==> config.mk <==
export PLATFORM = sky130hd
export DESIGN_NAME = timer_ctrl_flat
export DESIGN_NICKNAME = d
export VERILOG_FILES = /design/src/rtl/timer_pkg.sv /design/src/rtl/timer_ctrl_if.sv /design/src/rtl/timer_ctrl_tick_gen.sv /design/src/rtl/timer_ctrl.sv /design/src/flat_wrapper.sv
export SDC_FILE = /design/constraint.sdc
export NUM_CORES = 1
export LEC_CHECK = 0
export CAP_MARGIN = 20
export CORE_ASPECT_RATIO = 1.75
export CORE_MARGIN = 1
export CORE_UTILIZATION = 35
export CTS_BUF_LIST = sky130_fd_sc_hd__clkbuf_8
export DETAILED_ROUTE_END_ITERATION = 16
export GPL_TIMING_DRIVEN = 0
export PLACE_DENSITY_LB_ADDON = 0.12
export REMOVE_ABC_BUFFERS = 1
export SYNTH_ARGS = -nofsm -noshare
export SYNTH_HDL_FRONTEND = slang
export SYNTH_SLANG_ARGS = --single-unit
==> constraint.sdc <==
create_clock -name CLOCK -period 6 [get_ports CLOCK]
set_clock_uncertainty 0.05 [all_clocks]
set_input_delay 1.2 -clock CLOCK [delete_from_list [all_inputs] [get_ports CLOCK]]
set_output_delay 1.2 -clock CLOCK [all_outputs]
set_load 0.02 [all_outputs]
==> src/rtl/timer_pkg.sv <==
// rtl/timer_pkg.sv - shared types and constants for the mm:ss countdown timer
// Holds the controller state encoding, the 6-bit time-field type, the field
// limits and a clamp helper used when loading a preset.
package timer_pkg;

    typedef enum logic [1:0] {
        ST_IDLE  = 2'd0,
        ST_RUN   = 2'd1,
        ST_PAUSE = 2'd2,
        ST_ALARM = 2'd3
    } timer_state_t;

    typedef logic [5:0] time_field_t;

    localparam time_field_t SEC_MAX = 6'd59;
    localparam time_field_t MIN_MAX = 6'd59;

    function automatic time_field_t clamp_field(input time_field_t v, input time_field_t lim);
        return (v > lim) ? lim : v;
    endfunction

endpackage

==> src/rtl/timer_ctrl_if.sv <==
// rtl/timer_ctrl_if.sv - control/status bundle between button logic, timer and display
// Signals:
//   SCYCLE            CLOCK cycles per tick
//   START/STOP/CLEAR  single-cycle command pulses
//   LOAD_MIN/LOAD_SEC preset sampled on START from IDLE
//   MIN/SEC           remaining time
//   STATE             IDLE=0 RUN=1 PAUSE=2 ALARM=3
//   ALARM/DONE        alarm level and RUN->ALARM pulse
// Modports: master drives commands and reads status; slave is the timer.
interface timer_ctrl_if
    import timer_pkg::*;
#(
    parameter int CNT_W = 32
);
    logic [CNT_W-1:0] SCYCLE;
    logic             START;
    logic             STOP;
    logic             CLEAR;
    time_field_t      LOAD_MIN;
    time_field_t      LOAD_SEC;
    time_field_t      MIN;
    time_field_t      SEC;
    logic [1:0]       STATE;
    logic             ALARM;
    logic             DONE;

    modport master (
        output SCYCLE, START, STOP, CLEAR, LOAD_MIN, LOAD_SEC,
        input  MIN, SEC, STATE, ALARM, DONE
    );

    modport slave (
        input  SCYCLE, START, STOP, CLEAR, LOAD_MIN, LOAD_SEC,
        output MIN, SEC, STATE, ALARM, DONE
    );

endinterface

==> src/rtl/timer_ctrl_tick_gen.sv <==
// rtl/timer_ctrl_tick_gen.sv - tick prescaler producing a one-cycle clock enable
// Ports:
//   CLOCK, NRESET  clock and asynchronous active-low reset
//   EN             count enable (count holds when low)
//   CLR            synchronous clear, wins over EN
//   SCYCLE         cycles per tick; 0 behaves as 1
//   TICK           high for one cycle every max(SCYCLE,1) enabled cycles
module tick_gen #(
    parameter int CNT_W = 32
) (
    input  logic             CLOCK,
    input  logic             NRESET,
    input  logic             EN,
    input  logic             CLR,
    input  logic [CNT_W-1:0] SCYCLE,
    output logic             TICK
);

    logic [CNT_W-1:0] cnt_q;
    logic [CNT_W-1:0] cnt_d;
    logic [CNT_W-1:0] last_cnt;

    always_comb begin
        last_cnt = (SCYCLE == '0) ? '0 : SCYCLE - CNT_W'(1);
        // >= rather than == so that shrinking SCYCLE below the current count
        // fires on the next enabled cycle instead of wrapping the counter.
        TICK     = EN && (cnt_q >= last_cnt);
        cnt_d    = cnt_q;
        if (CLR) begin
            cnt_d = '0;
        end else if (TICK) begin
            cnt_d = '0;
        end else if (EN) begin
            cnt_d = cnt_q + CNT_W'(1);
        end
    end

    always_ff @(posedge CLOCK or negedge NRESET) begin
        if (!NRESET) begin
            cnt_q <= '0;
        end else begin
            cnt_q <= cnt_d;
        end
    end

endmodule

==> src/rtl/timer_ctrl.sv <==
// rtl/timer_ctrl.sv - mm:ss countdown controller with alarm
// Ports:
//   CLOCK, NRESET  clock and asynchronous active-low reset
//   bus            timer_ctrl_if.slave: commands, preset, SCYCLE in; MIN/SEC/STATE/ALARM/DONE out
// Parameters: ALARM_TICKS (ticks spent in ALARM, >=1), CNT_W (prescaler width).
// Optional: TIMER_CTRL_AUTORELOAD_EN stores the last clamped preset and
// restarts from it at the end of ALARM instead of returning to IDLE.
module timer_ctrl
    import timer_pkg::*;
#(
    parameter int ALARM_TICKS = 5,
    parameter int CNT_W       = 32
) (
    input  logic         CLOCK,
    input  logic         NRESET,
    timer_ctrl_if.slave  bus
);

    localparam int          AW         = (ALARM_TICKS > 1) ? $clog2(ALARM_TICKS) : 1;
    localparam logic [AW-1:0] ALARM_LAST = AW'(ALARM_TICKS - 1);

    timer_state_t  state_q, state_d;
    time_field_t   min_q, min_d, sec_q, sec_d;
    logic [AW-1:0] alarm_cnt_q, alarm_cnt_d;
    logic          done_q, done_d;
`ifdef TIMER_CTRL_AUTORELOAD_EN
    time_field_t   pre_min_q, pre_min_d, pre_sec_q, pre_sec_d;
`endif

    time_field_t load_min, load_sec;
    logic        start_go, preset_zero, at_last_sec, alarm_end;
    logic        presc_en, presc_clr, tick;

    // STOP outranks START in every state, so a simultaneous pair never starts.
    assign load_min    = clamp_field(bus.LOAD_MIN, MIN_MAX);
    assign load_sec    = clamp_field(bus.LOAD_SEC, SEC_MAX);
    assign start_go    = bus.START && !bus.STOP;
    assign preset_zero = (load_min == '0) && (load_sec == '0);
    assign at_last_sec = (min_q == '0) && (sec_q == 6'd1);
    assign alarm_end   = tick && (alarm_cnt_q == ALARM_LAST);

    // STOP gates the prescaler, which also suppresses a coincident tick.
    assign presc_en  = !bus.CLEAR &&
                       (((state_q == ST_RUN) && !bus.STOP) || (state_q == ST_ALARM));
    assign presc_clr = bus.CLEAR || (state_q == ST_IDLE);

    tick_gen #(.CNT_W(CNT_W)) u_tick_gen (
        .CLOCK  (CLOCK),
        .NRESET (NRESET),
        .EN     (presc_en),
        .CLR    (presc_clr),
        .SCYCLE (bus.SCYCLE),
        .TICK   (tick)
    );

    always_ff @(posedge CLOCK or negedge NRESET) begin
        if (!NRESET) begin
            state_q     <= ST_IDLE;
            min_q       <= '0;
            sec_q       <= '0;
            alarm_cnt_q <= '0;
            done_q      <= 1'b0;
`ifdef TIMER_CTRL_AUTORELOAD_EN
            pre_min_q   <= '0;
            pre_sec_q   <= '0;
`endif
        end else begin
            state_q     <= state_d;
            min_q       <= min_d;
            sec_q       <= sec_d;
            alarm_cnt_q <= alarm_cnt_d;
            done_q      <= done_d;
`ifdef TIMER_CTRL_AUTORELOAD_EN
            pre_min_q   <= pre_min_d;
            pre_sec_q   <= pre_sec_d;
`endif
        end
    end

    always_comb begin
        state_d = state_q;
        if (bus.CLEAR) begin
            state_d = ST_IDLE;
        end else begin
            unique case (state_q)
                ST_IDLE:  if (start_go && !preset_zero) state_d = ST_RUN;
                ST_RUN: begin
                    if (bus.STOP)                state_d = ST_PAUSE;
                    else if (tick && at_last_sec) state_d = ST_ALARM;
                end
                ST_PAUSE: if (start_go) state_d = ST_RUN;
                ST_ALARM: begin
`ifdef TIMER_CTRL_AUTORELOAD_EN
                    if (alarm_end) state_d = ST_RUN;
`else
                    if (alarm_end) state_d = ST_IDLE;
`endif
                end
                default:  state_d = ST_IDLE;
            endcase
        end
    end

    always_comb begin
        min_d       = min_q;
        sec_d       = sec_q;
        alarm_cnt_d = alarm_cnt_q;
        done_d      = 1'b0;
`ifdef TIMER_CTRL_AUTORELOAD_EN
        pre_min_d   = pre_min_q;
        pre_sec_d   = pre_sec_q;
`endif
        if (bus.CLEAR) begin
            min_d       = '0;
            sec_d       = '0;
            alarm_cnt_d = '0;
        end else begin
            unique case (state_q)
                ST_IDLE: begin
                    if (start_go && !preset_zero) begin
                        min_d = load_min;
                        sec_d = load_sec;
`ifdef TIMER_CTRL_AUTORELOAD_EN
                        pre_min_d = load_min;
                        pre_sec_d = load_sec;
`endif
                    end
                end
                ST_RUN: begin
                    if (tick) begin
                        if (sec_q != '0) begin
                            sec_d = sec_q - 6'd1;
                        end else begin
                            sec_d = SEC_MAX;
                            min_d = min_q - 6'd1;
                        end
                        if (at_last_sec) begin
                            done_d      = 1'b1;
                            alarm_cnt_d = '0;
                        end
                    end
                end
                ST_ALARM: begin
                    if (alarm_end) begin
                        alarm_cnt_d = '0;
`ifdef TIMER_CTRL_AUTORELOAD_EN
                        min_d = pre_min_q;
                        sec_d = pre_sec_q;
`endif
                    end else if (tick) begin
                        alarm_cnt_d = alarm_cnt_q + AW'(1);
                    end
                end
                default: ;
            endcase
        end
    end

    assign bus.MIN   = min_q;
    assign bus.SEC   = sec_q;
    assign bus.STATE = state_q;
    assign bus.ALARM = (state_q == ST_ALARM);
    assign bus.DONE  = done_q;

endmodule

==> src/flat_wrapper.sv <==
// flat-port wrapper written by rule: the top's interface ports become plain ports
module timer_ctrl_flat import timer_pkg::*;
#(
    parameter int ALARM_TICKS = 5,
    parameter int CNT_W       = 32
)
  (CLOCK, NRESET, bus_SCYCLE, bus_START, bus_STOP, bus_CLEAR, bus_LOAD_MIN, bus_LOAD_SEC, bus_MIN, bus_SEC, bus_STATE, bus_ALARM, bus_DONE);
  timer_ctrl_if #(.CNT_W(CNT_W)) bus_i ();
  input  logic CLOCK;
  input  logic NRESET;
  input wire logic [$bits(bus_i.SCYCLE)-1:0] bus_SCYCLE;
  input wire logic [$bits(bus_i.START)-1:0] bus_START;
  input wire logic [$bits(bus_i.STOP)-1:0] bus_STOP;
  input wire logic [$bits(bus_i.CLEAR)-1:0] bus_CLEAR;
  input wire logic [$bits(bus_i.LOAD_MIN)-1:0] bus_LOAD_MIN;
  input wire logic [$bits(bus_i.LOAD_SEC)-1:0] bus_LOAD_SEC;
  output wire logic [$bits(bus_i.MIN)-1:0] bus_MIN;
  output wire logic [$bits(bus_i.SEC)-1:0] bus_SEC;
  output wire logic [$bits(bus_i.STATE)-1:0] bus_STATE;
  output wire logic [$bits(bus_i.ALARM)-1:0] bus_ALARM;
  output wire logic [$bits(bus_i.DONE)-1:0] bus_DONE;
  assign bus_i.SCYCLE = bus_SCYCLE;
  assign bus_i.START = bus_START;
  assign bus_i.STOP = bus_STOP;
  assign bus_i.CLEAR = bus_CLEAR;
  assign bus_i.LOAD_MIN = bus_LOAD_MIN;
  assign bus_i.LOAD_SEC = bus_LOAD_SEC;
  assign bus_MIN = bus_i.MIN;
  assign bus_SEC = bus_i.SEC;
  assign bus_STATE = bus_i.STATE;
  assign bus_ALARM = bus_i.ALARM;
  assign bus_DONE = bus_i.DONE;
  timer_ctrl #(.ALARM_TICKS(ALARM_TICKS), .CNT_W(CNT_W)) u_core (.CLOCK(CLOCK), .NRESET(NRESET), .bus(bus_i));
endmodule
==> results.md, run 1 <==
* Outcome: finished clean
* CTS Root Cell: clkbuf_8
* Synth Warn # at 0
* Global-route wire length before repair at 21100 microns
* Post-route ant nets at 0
* Core box area at 12900 sq um
* CTS tree: yes
* Initial antenna violation count at 0
* Critical Path End Type: flip-flop
* Lkg Pwr at 2.37 nW
* Clock-pin transition on the worst setup and hold timing paths at 100 ps
* CP max stage cell: nor3_1
* Power dissipated by switching net loads at 0.314 mW
* Port-buffer cells at 64
* DP HPWL at 9980 microns
* Period utilisation layout at 92.1%
* Slew Limit Headroom at 40.5%
* Synth cell types at 71
* Critical Path RT at 6170 ps
* Post-synthesis sequential area ratio at 27.2%
* Switching fraction of total power at 33.7%
* Top_reg_cell synth: dfrtp_1
* Crit path DAT at 5700 ps
* Antenna diode instance count at 0
* CP Cell Sequence: clkdlybuf4s50_1 -> or4_1 -> nor3_1 -> nand3_4 -> nand2_1 -> ha_1 -> a21o_1 -> a21o_1 -> a221o_1 -> o31a_4 -> o21ai_2 -> mux2_2
* Clock latency on the worst-skew pair at 330 ps
* Number of flops mapped to enable cells by yosys at 0
* H-tree Lvls at 2
* Num CTS Buffers at 5
* WL/cell at 15.9 microns
* Final Max Tran Viols at 0
* Max Fanout on Critical Path at 31
* Int Power at 0.617 mW
* Post-synth top area cell: dfrtp_1
* #FFs+latches synth at 50
* Peak supply drop at 0.0844 mV
* # nets final at 717
* Synth top area share at 27.2%
* Slew @ Worst Pin at 891 ps
* Clk sinks at 50
* Critical path type: in -> reg
* Placed Area at 5430 sq um
* Total number of vias at 4448
* Pin count of the biggest net entering global routing at 38
* Drt via density at 5.57
* Pwr/cell area at 166 nW/um^2
* Hold_ws at 477 ps
* Logic gate share of total power at 31.8%
* Cells after Synth at 568
* Crit-path max cell delay at 590 ps
* Reg power frac at 41.2%
* Gpl congestion at 0.857
* Grt ovf at 0
* Avg Cell Area, Syn at 8.09 sq um
* Max_cap viols at 0
* Setup slack after layout at 472 ps
* FP Rows at 55
* Unrepaired setup endpoints after global routing: no
* Drt initial violations at 159
* Synth area leaders: dfrtp_1 (27%), ha_1 (11%), nand2_1 (6.6%)
* Post-synth top cells: nand2_1 (81), dfrtp_1 (50), ha_1 (41), nor2_1 (39), a21oi_1 (36)
* Detailed Route WL at 12700 microns
* Startpoint types: primary input
* Die Y at 154 microns
* Initial Util at 35.7%
* # setup viols final at 0
* Area growth, synth to finish at 21.6%
* Setup slack at placement at -590 ps
* Cell Area, Synth at 4600 sq um
* Most frequent cell on the critical path: a21o_1
* Vias in the first global route at 4384
* Longest Clk Path Bufs at 2
* Final TNS setup at 0 ps
* Most common cell in the synthesized netlist: nand2_1
* Clock share of power at 27.0%
* GRT Overall Usage at 19.8%
* Io pins at 65
* Max Freq at 0.181 GHz
* Hold Crit Class: reg -> reg
* Period minus WS final at 5530 ps
* Hold-fix buffers at CTS at 0
* Hold Fails Final Rpt at 0
* Post-route cell area at 5590 sq um
* Chip width at 88.6 microns
* DRC Markers at 0
* Asr flop ratio synth at 100%
* Share of post-route cells with drive strength above 1 at 5.89%
* TritonRoute pass-1 iters at 4
* Die area at 13600 sq um
* Final Util at 43.4%
## final cells by class
| cell class | count | area (sq um) |
|---|---|---|
| Clock buffer | 5 | 68.8 |
| Tap cell | 171 | 214 |
| Timing Repair Buffer | 70 | 717 |
| Clock inverter | 3 | 41.3 |
| Inverter | 23 | 86.3 |
| Fill cell | 1328 | 7280 |
| Multi-Input combinational cell | 477 | 3210 |
| Sequential cell | 50 | 1250 |
## placed cells by master (no fill, tap or decap), types with 3 or more instances in the layout
master           Yosys  final
or4_1                4      4
or3_1               10     10
inv_1               23     24
xnor2_1             11     11
ha_1                41     41
nor2_1              39     39
and3_1               9      9
a22o_1               6      6
o21ai_0             28     28
mux2i_1              9      9
and2_1               9      9
o2bb2ai_1            3      3
xor2_1              19     19
and4_1               3      3
nand3_1             27     26
mux2_2               3      3
clkbuf_8             0      5
nand4_1             11     11
nor3_2               3      3
o21a_1              10     10
a31oi_1              8      8
nor4b_1              4      4
a21o_1               7      7
a21oi_1             36     36
clkdlybuf4s50_1      0     63
o31ai_1              4      4
nor3b_1              4      4
nand2_1             81     81
nand2b_1             7      7
nor4_1               6      6
a41oi_1              4      4
dfrtp_1             50     50
buf_4                1      3
nor3_1              27     26
## worst max-delay path: cells and delay by family
family	cells	cell delay [ps]
AO/OA/AOI/OAI	5	1540
adder cells (fa/ha/maj)	1	250
buffers and inverters	1	530
multiplexers	1	390
AND/OR/NAND/NOR	4	1760
## power groups by stage
stage / clock network, mW / logic (mW) / registers, mW
after detailed placement: 0 / 0.294 / 0.391
after floorplan: 0 / 0.140 / 0.405
after global routing: 0.270 / 0.326 / 0.388
after CTS: 0.257 / 0.296 / 0.384
final: 0.251 / 0.296 / 0.384
after global placement: 0 / 0.284 / 0.390
## path summary, 6_finish.rpt
check,start,endpoint,slack (ps),cells past startpoint
max in group asynchronous,NRESET,u_core.u_tick_gen.cnt_q[22],4640,2
worst min register to register,u_core.alarm_cnt_q[0],u_core.alarm_cnt_q[0],480,1
worst max register to register,u_core.u_tick_gen.cnt_q[0],u_core.bus.SEC[4],3080,8
worst max-delay path,bus_SCYCLE[25],u_core.bus.SEC[4],470,12
worst min-delay path,u_core.alarm_cnt_q[0],u_core.alarm_cnt_q[0],480,1
min in group asynchronous,NRESET,u_core.bus.SEC[3],720,1
## per-layer routing
layer | vias up | GRT usage, % | part of all wire, %
met3 | 29 | 1.56 | 2.7
li1 | 2209 | - | -
met4 | 0 | 8.99 | 3.5
met5 | - | 0 | 0
met1 | 2107 | 21.6 | 39
met2 | 103 | 37.2 | 55
## state kept, by name (all words and copies together) (netlist names)
signal,flops
u_core.u_tick_gen.cnt_q,32
u_core.bus.MIN,6
u_core.bus.SEC,6
u_core.alarm_cnt_q,3
u_core.bus.STATE,2
u_core.bus.DONE,1
## timing repair
| item | 4_1_cts | 5_1_grt |
|---|---|---|
| pin swaps | 0 | 1 |
| setup buffers | 0 | 2 |
| gates resized for setup | 1 | 3 |
| endpoints found under the setup margin | 35 | 30 |
## through the flow
stage | cells | total power, mW
2_1_floorplan | 550 | 0.546
3_3_place_gp | 785 | 0.674
5_1_grt | 799 | 0.985
6_report | 799 | 0.931
3_5_place_dp | 788 | 0.685
4_1_cts | 796 | 0.937
## cells by family (layout without fill, tap and decap cells)
group,Yosys count,count (layout),synth area share [%]
and+or+nand+nor,260,260,29.7
AOI/OAI and AO/OA,134,134,19.8
DFF,50,50,27.2
buffers and inverters,41,101,3.68
adders and majority gates,41,41,11.2
muxes,12,12,2.70
xor gates and xnor gates,30,30,5.72
Power figures use the tool's default switching activity.
==> run 2, diff against run 1 <==
--- a/config.mk
+++ b/config.mk
@@ -10,6 +10,7 @@
 export CORE_MARGIN = 1
 export CORE_UTILIZATION = 35
 export CTS_BUF_LIST = sky130_fd_sc_hd__clkbuf_8
+export CTS_CLUSTER_DIAMETER = 80
 export DETAILED_ROUTE_END_ITERATION = 16
 export GPL_TIMING_DRIVEN = 0
 export PLACE_DENSITY_LB_ADDON = 0.12
==> results of run 2 <==
Same layout as run 1: the final DEF is identical, and so are final timing and power.
